<file path="config.mk">
export PLATFORM = sky130hd
export DESIGN_NAME = fir_mac_controller
export DESIGN_NICKNAME = d
export VERILOG_FILES = /design/src/rtl/fir_ctrl_pkg.sv /design/src/rtl/tap_counter.sv /design/src/rtl/fir_mac_controller.sv
export SDC_FILE = /design/constraint.sdc
export NUM_CORES = 1
export LEC_CHECK = 0
export CELL_PAD_IN_SITES_DETAIL_PLACEMENT = 0
export CELL_PAD_IN_SITES_GLOBAL_PLACEMENT = 1
export CORE_MARGIN = 4
export CORE_UTILIZATION = 35
export DETAILED_ROUTE_END_ITERATION = 16
export PLACE_DENSITY_LB_ADDON = 0.1
export SLEW_MARGIN = 30
export SYNTH_ARGS = -nofsm -noshare
export SYNTH_HDL_FRONTEND = slang
export SYNTH_SLANG_ARGS = --single-unit
</file>
<file path="constraint.sdc">
create_clock -name clk -period 2.52 [get_ports clk]
set_input_delay 0.756 -clock clk [delete_from_list [all_inputs] [get_ports clk]]
set_output_delay 0.756 -clock clk [all_outputs]
set_load 0.1 [all_outputs]
</file>
<file path="src/rtl/fir_ctrl_pkg.sv">
// Shared types and defaults for the single-MAC FIR sequencer.
package fir_ctrl_pkg;

    localparam int unsigned FIR_SIZE_DEF = 64;

    typedef enum logic [1:0] {
        IDLE  = 2'd0,
        MAC   = 2'd1,
        DRAIN = 2'd2,
        DONE  = 2'd3
    } fir_state_t;

endpackage

</file>
<file path="src/rtl/tap_counter.sv">
// Tap/coefficient index counter with synchronous clear, enable and terminal-count flag.
module tap_counter #(
    parameter int unsigned AddrWidth = 6,
    parameter int unsigned Last      = 63
) (
    input  logic                 clk,
    input  logic                 rst,
    input  logic                 clr,
    input  logic                 en,
    output logic [AddrWidth-1:0] cnt,
    output logic                 tc
);

    always_ff @(posedge clk or negedge rst) begin
        if (!rst) begin
            cnt <= '0;
        end else if (clr) begin
            cnt <= '0;
        end else if (en) begin
            cnt <= cnt + AddrWidth'(1);
        end
    end

    assign tc = (cnt == AddrWidth'(Last));

endmodule

</file>
<file path="src/rtl/fir_mac_controller.sv">
// Sequencer for the single-MAC FIR datapath: accepts a sample, sweeps all taps,
// drains the multiplier pipeline and holds the finished sum until the sink takes it.
module fir_mac_controller
    import fir_ctrl_pkg::*;
#(
    parameter int unsigned FIR_size  = FIR_SIZE_DEF,
    parameter int unsigned AddrWidth = 6
) (
    input  logic                 clk,
    input  logic                 rst,
    input  logic                 inp_valid,
    output logic                 inp_ready,
    input  logic                 abort,
    input  logic                 out_ready,
    output logic                 out_valid,
    output logic                 shift,
    output logic                 flush,
    output logic [AddrWidth-1:0] address,
    output logic                 mult_ld,
    output logic                 acc_ld,
    output logic                 busy
);

    localparam logic [AddrWidth-1:0] LAST_ADDR = AddrWidth'(FIR_size - 1);

    fir_state_t           state;
    fir_state_t           state_nxt;
    logic [AddrWidth-1:0] cnt;
    logic                 cnt_tc;
    logic                 cnt_clr;
    logic                 cnt_en;

    tap_counter #(
        .AddrWidth (AddrWidth),
        .Last      (FIR_size - 1)
    ) u_tap_counter (
        .clk (clk),
        .rst (rst),
        .clr (cnt_clr),
        .en  (cnt_en),
        .cnt (cnt),
        .tc  (cnt_tc)
    );

    always_ff @(posedge clk or negedge rst) begin
        if (!rst) begin
            state <= IDLE;
        end else begin
            state <= state_nxt;
        end
    end

    // Next state and Mealy datapath controls; abort overrides every state.
    always_comb begin
        state_nxt = state;
        inp_ready = 1'b0;
        out_valid = 1'b0;
        shift     = 1'b0;
        flush     = 1'b0;
        address   = '0;
        mult_ld   = 1'b0;
        acc_ld    = 1'b0;
        cnt_clr   = 1'b0;
        cnt_en    = 1'b0;

        unique case (state)
            IDLE: begin
                inp_ready = 1'b1;
                shift     = inp_valid & rst;
                flush     = inp_valid & rst;
                if (inp_valid) begin
                    state_nxt = MAC;
                    cnt_clr   = 1'b1;
                end
            end
            MAC: begin
                address = cnt;
                mult_ld = 1'b1;
                acc_ld  = 1'b1;
                cnt_en  = 1'b1;
                if (cnt_tc) begin
                    state_nxt = DRAIN;
                    cnt_clr   = 1'b1;
                end
            end
            DRAIN: begin
                address   = LAST_ADDR;
                acc_ld    = 1'b1;
                state_nxt = DONE;
            end
            DONE: begin
                out_valid = 1'b1;
                if (out_ready) begin
                    state_nxt = IDLE;
                end
            end
            default: state_nxt = IDLE;
        endcase

        if (abort) begin
            state_nxt = IDLE;
            cnt_clr   = 1'b1;
            shift     = 1'b0;
            flush     = rst;
            mult_ld   = 1'b0;
            acc_ld    = 1'b0;
        end
    end

    assign busy = (state != IDLE);

endmodule

</file>
==> metrics.csv <==
stage,metric,value,unit
yosys,cell area after synthesis,608,sq um
placed_design,Placed Instances,106,
timing,setup violators final,0,
clock_tree,Post-CTS Setup Repair Bufs,0,
yosys,Post-Syn Instances,69,
routing,Antenna Violating Nets Remaining,0,
yosys,Post-synth top flop,dfrtp_1,
yosys,Yosys top cell by area,dfrtp_1,
die,num ports,18,
clock_tree,Root Buffer,clkbuf_4,
clock_tree,clk sinks,8,
routing,vias after detailed routing,552,
final_layout,fin cells,109,
status,status,completed,
critical_path,max incr delay on CP,0.49,ns
routing,via density per instance,5.06,
final_layout,Final nets,106,
yosys,Mapped Avg Cell Area,8.81,sq um
routing,DRT Pass-1 Iters,4,
timing,Slew @ Worst Pin,0.307,ns
yosys,Synth top cells by count,"a21oi_1, dfrtp_1, nor2_1, nor2b_1",
final_layout,number of fill cells,120,
placed_design,port bufs,17,
clock_tree,TritonCTS buffer count,3,
clock_tree,later-pin clock latency in the skew report,0.25,ns
global_routing,initial antenna violation count,0,
routing,DRC errors left,0,
flow_run,total of max-cap violations,0,
critical_path,Worst path slowest cell,clkdlybuf4s50_1,
power,"IR drop worst, VDD",0.772,mV
global_routing,number of global-route vias before repair,534,
yosys,yosys synthesis warning count,0,
die,core footprint,0.00158,sq mm
power,power density cells,1210,mW/mm^2
clock_tree,htree depth,1,
global_routing,largest net degree at the start of global routing,9,
critical_path,Required @ worst endpoint,1.76,ns
timing,setup TNS,0,ns
yosys,Cell variety after synth,25,
final_layout,# diodes,0,
critical_path,crit path max fanout,3,
timing,Final Skew,0.00708,ns
placed_design,post-DP HPWL,1160,um
die,die footprint,0.00247,sq mm
yosys,Post-synth ARST share,100,%
critical_path,critical path type,in2out,
global_routing,total gr overflow,0,
global_routing,GRT Total Usage,11.2,%
timing,Max Clock Freq,399,MHz
power,leakage,0.436,nW
timing,post-layout min period,2.50,ns
critical_path,crit path cell chain,clkdlybuf4s50_1 > a21o_1 > and2_1 > buf_12,
critical_path,"CP delay by family, top",buffers and inverters,
die,Die H,49.7,um
timing,Slew headroom,79.5,%
clock_tree,hold_buf cts,0,
yosys,"top cells by area, synth","dfrtp_1, ha_1, nor2b_1",
yosys,proportion of netlist area held by the largest area contributor,32.9,%
clock_tree,Longest Clk Path Bufs,2,
yosys,sequential area share after synthesis,32.9,%
placed_design,gpl congestion,0.716,
critical_path,CP bufs+invs,2,
yosys,Seq cells post-synth,8,
timing,RSZ-0062 raised after global routing,yes,
critical_path,CP Data Arrival Time,1.75,ns
timing,Hold Fails Final Rpt,0,
die,Initial Utilization,38.6,%
clock_tree,"CTS clk-pin slew, worst paths",0.05,ns
final_layout,layout cells sized above 1,33.3,%
timing,Max Transition Viols Final,0,
timing,Tcrit/Tclk final,99.4,%
worst_hold_path,Hold Path Class,reg2reg,
yosys,"EDFF count, synth",0,
routing,final wirelength,1320,um
final_layout,Layout area overhead,68.7,%
global_routing,first-pass GRT wire length,2210,um
clock_tree,TritonCTS clock tree,done,
critical_path,crit start category,input pin,
critical_path,Worst setup EP type,output pin,
die,die width,49.7,um
routing,Avg WL per Cell,12.1,um
routing,drt initial violations,7,
die,Row Count,14,
yosys,synthesized net count,80,
-- repair_timing --
action	CTS	global route
endpoints found under the setup margin	1	2
pin swaps	0	0
gates resized for setup	1	0
-- power breakdown --
group	internal (mW)	switching [mW]
clock	0.0541	0.0384
combinational	0.379	0.604
sequential	0.147	0.0217
total	0.580	0.664
-- cells in the final DEF, fill, tap and decap left out --
cell and instances:
nand4_1 3, o21ai_1 1, mux2_1 1, ha_2 1, buf_4 6, clkdlybuf4s50_1 4
nand2b_1 2, mux2i_1 1, o211ai_1 1, o21a_1 1, inv_1 6, nor2_1 7
and4b_1 1, a221o_1 1, nor4_1 1, buf_12 12, xnor2_1 4, clkbuf_4 3
nor2b_4 8, and2_1 1, ha_1 5, o21bai_1 1, a21oi_1 8, nand2_1 2
a21o_1 1, dfrtp_1 8, nor3_1 2, a21oi_2 1
-- per-stage QoR --
stage          total power, mW  hold WS (ns)  setup slack (ns)  cell area (sq um)  util, %
6_report                  1.24         0.586            0.0160               1030     65.1
5_1_grt                   1.30         0.640           -0.0249               1030     65.1
4_1_cts                   1.26         0.600           0.00379               1030     65.1
3_5_place_dp              1.15         0.589          -0.00669                998     63.3
3_3_place_gp              1.15         0.575           0.00275                998     63.3
2_1_floorplan            0.844         0.460            -0.274                658        -
-- registers in the layout, summed over array words and instances (netlist names) --
register,flops
u_tap_counter.cnt,6
state,2
-- cells by family (layout without fill, tap and decap cells) --
family	Yosys count	in the layout	synth area share (%)
buffers and inverters	7	31	4.53
DFF	8	8	32.9
adders and majority gates	6	6	12.3
and+or+nand+nor	27	27	25.5
AOI/OAI and AO/OA	15	15	15.4
xor gates and xnor gates	4	4	5.76
muxes	2	2	3.50
-- worst reg2reg max path, stage by stage, from the launching register on --
cell and delay, ns:
dfrtp_1 0.42, inv_1 0.12, ha_1 0.30, buf_4 0.21, nand4_1 0.15, nor4_1 0.21
a21oi_1 0.07, a21oi_1 0.14
-- metal layers --
layer / up-vias / track usage (%) / share of wire, %
met5: - / 0 / 0
met4: 0 / 4.15 / 0.30
met3: 2 / 1.81 / 3.4
met2: 11 / 18.3 / 46
met1: 254 / 14.6 / 50
li1: 285 / - / -
-- area by class of cell --
class | count | area (sq um) | share of cell area, %
Clock buffer | 3 | 22.5 | 2.20
Multi-Input combinational cell | 54 | 435 | 42.4
Sequential cell | 8 | 200 | 19.5
Tap cell | 16 | 20.0 | 1.95
Timing Repair Buffer | 22 | 325 | 31.7
Inverter | 6 | 22.5 | 2.20
-- path summary, 6_finish.rpt --
| kind | start | end | slack [ns] | depth (start not counted) |
|---|---|---|---|---|
| max in group asynchronous | rst | u_tap_counter.cnt[0] | 1.51 | 2 |
| max | inp_valid | flush | 0.02 | 4 |
| min | state[1] | state[1] | 0.59 | 1 |
| min in group asynchronous | rst | u_tap_counter.cnt[2] | 0.71 | 1 |
| min reg2reg | state[1] | state[1] | 0.59 | 1 |
| max reg2reg | state[1] | u_tap_counter.cnt[5] | 0.83 | 7 |
No activity file was read; power rests on OpenSTA's default activity.
==> variant (same settings) <==
The 4 states of `fir_state_t` get a Gray code encoding in 2 bits.
--- a/src/rtl/fir_ctrl_pkg.sv
+++ b/src/rtl/fir_ctrl_pkg.sv
@@ -4,10 +4,10 @@
     localparam int unsigned FIR_SIZE_DEF = 64;
 
     typedef enum logic [1:0] {
-        IDLE  = 2'd0,
-        MAC   = 2'd1,
-        DRAIN = 2'd2,
-        DONE  = 2'd3
+        IDLE  = 2'b00,
+        MAC   = 2'b01,
+        DRAIN = 2'b11,
+        DONE  = 2'b10
     } fir_state_t;
 
 endpackage
Function: no difference found for any inputs over 10 cycles, from zero or initial values and one cycle with rst low; not proved beyond that.
==> variant against the unedited design <==
Core utilization up 4.0 points. Final area down 10%. Routed wire length down 7.4%. Sequential cell count unchanged. Count of clock-buffer cells in the layout unchanged. Synthesized area down 16%. Setup slack better by 0.024 ns. Final cell count down 11%. Highest routed layer is now met3.
Power is left out: it rests on default switching activity, and per cell area and clock period it moved more than threefold.
==> variant: results (changes against the unedited design) <==
* Number of nets in the layout at 90 (was 106)
* Layout fillers at 113 (was 120)
* Count of cell types in the netlist at 27 (was 25)
* Sequential area share after synthesis at 0.394 (was 0.329)
* Post-synth ARST share at 1.00 (unchanged)
* Routability cong. at 0.825 (was 0.716)
* Largest fanout on the critical path at 3 (unchanged)
* First-pass GRT wire length at 2040 µm (was 2210 µm)
* Path type of the worst min-delay path: in2async (was reg2reg)
* GRT Total Usage at 0.138 (was 0.112)
* Number of vias per cell at 5.34 (was 5.06)
* Slowest Stage Delay on Critical Path at ~0.50 ns
* Via count of the first global-routing pass at 451 (was 534)
* Top cells by area in the synthesized netlist: sky130_fd_sc_hd__dfrtp_1, sky130_fd_sc_hd__o21a_1, sky130_fd_sc_hd__a21oi_1, sky130_fd_sc_hd__a311o_1, sky130_fd_sc_hd__and4b_1 (was sky130_fd_sc_hd__dfrtp_1, sky130_fd_sc_hd__ha_1, sky130_fd_sc_hd__nor2b_1, sky130_fd_sc_hd__a21oi_1, sky130_fd_sc_hd__xnor2_1)
* Detail Placement HPWL at 946 µm (was 1160 µm)
* Crit path time final at 2.48 ns (was 2.50 ns)
* Fraction of layout instances using a drive strength above 1 at 0.354 (was 0.333)
* Mapped Nets at 63 (was 80)
* DP Worst Slack at -0.00699 ns (was -0.00669 ns)
* Number of levels in the clock H-tree at 1 (unchanged)
* Post-route clock skew at 0.00556 ns (was 0.00708 ns)
* Status: complete, no violations (unchanged)
* Actual slew at the worst max-slew pin at 0.223 ns (was 0.307 ns)
* Data arrival time at the worst-slack endpoint at 1.72 ns (was 1.75 ns)
* Routed wirelength normalized by instance count at 12.6 µm (was 12.1 µm)
* Most instantiated cells after synthesis: sky130_fd_sc_hd__dfrtp_1, sky130_fd_sc_hd__o21a_1, sky130_fd_sc_hd__a21oi_1, sky130_fd_sc_hd__nand2_1, sky130_fd_sc_hd__nor2_1 (was sky130_fd_sc_hd__a21oi_1, sky130_fd_sc_hd__dfrtp_1, sky130_fd_sc_hd__nor2_1, sky130_fd_sc_hd__nor2b_1)
* Largest net degree at the start of global routing at 16 (was 9)
==> variant: worst paths after layout <==
| kind | start | end | slack [ns] | depth (start not counted) |
|---|---|---|---|---|
| setup / recovery | inp_valid | flush | 0.04 | 4 |
| hold / removal | rst | state[0] | 0.50 | 2 |
| setup reg to reg | state[1] | u_tap_counter.cnt[4] | 1.07 | 4 |
| hold reg to reg | u_tap_counter.cnt[1] | u_tap_counter.cnt[1] | 0.59 | 2 |
| max in group asynchronous | rst | u_tap_counter.cnt[2] | 1.89 | 2 |
| min in group clk | u_tap_counter.cnt[1] | u_tap_counter.cnt[1] | 0.59 | 2 |
==> variant: timing repair <==
item	CTS	global route
resized for setup	1	3
pin swaps	0	1
hold endpoints to repair	0	0
setup endpoints to repair	1	2
==> variant: kinds of logic (layout without fill, tap and decap cells) <==
| group | Yosys count | count (layout) | synth area share |
|---|---|---|---|
| AO/OA/AOI/OAI | 19 | 19 | 0.256 |
| XOR/XNOR | 1 | 1 | 0.0172 |
| adder cells (fa/ha/maj) | 1 | 1 | 0.0246 |
| buffers and inverters | 5 | 30 | 0.0394 |
| flip-flops | 8 | 8 | 0.394 |
| AND/OR/NAND/NOR | 23 | 23 | 0.268 |
==> variant: metal layers <==
| layer | global-route usage | vias to the layer above | share of wire |
|---|---|---|---|
| met5 | 0 | - | 0 |
| met4 | 0.0170 | 0 | 0 |
| met3 | 0.0586 | 0 | 0.072 |
| met2 | 0.209 | 17 | 0.47 |
| met1 | 0.188 | 236 | 0.46 |
| li1 | - | 265 | - |
==> variant: layout make-up <==
type / count / area, µm² / area share
repair buffers: 24 / 358 / 0.389
multi-input cells: 44 / 310 / 0.337
clock buffers: 3 / 22.5 / 0.0245
well taps: 15 / 18.8 / 0.0204
inverters: 3 / 11.3 / 0.0122
flip-flops and latches: 8 / 200 / 0.217
==> variant: worst register-to-register path, delay by kind of cell (launching register included) <==
kind | cells | cell delay [ns]
compound gates | 1 | 0.14
buf+inv | 1 | 0.20
simple gates | 2 | 0.60
flops | 1 | 0.44
==> variant: metrics by stage <==
step | instances | instance area [µm²]
floorplan | 57 | 523
detailed placement | 94 | 886
CTS | 97 | 911
global route | 97 | 921
finish | 97 | 921
global placement | 94 | 886
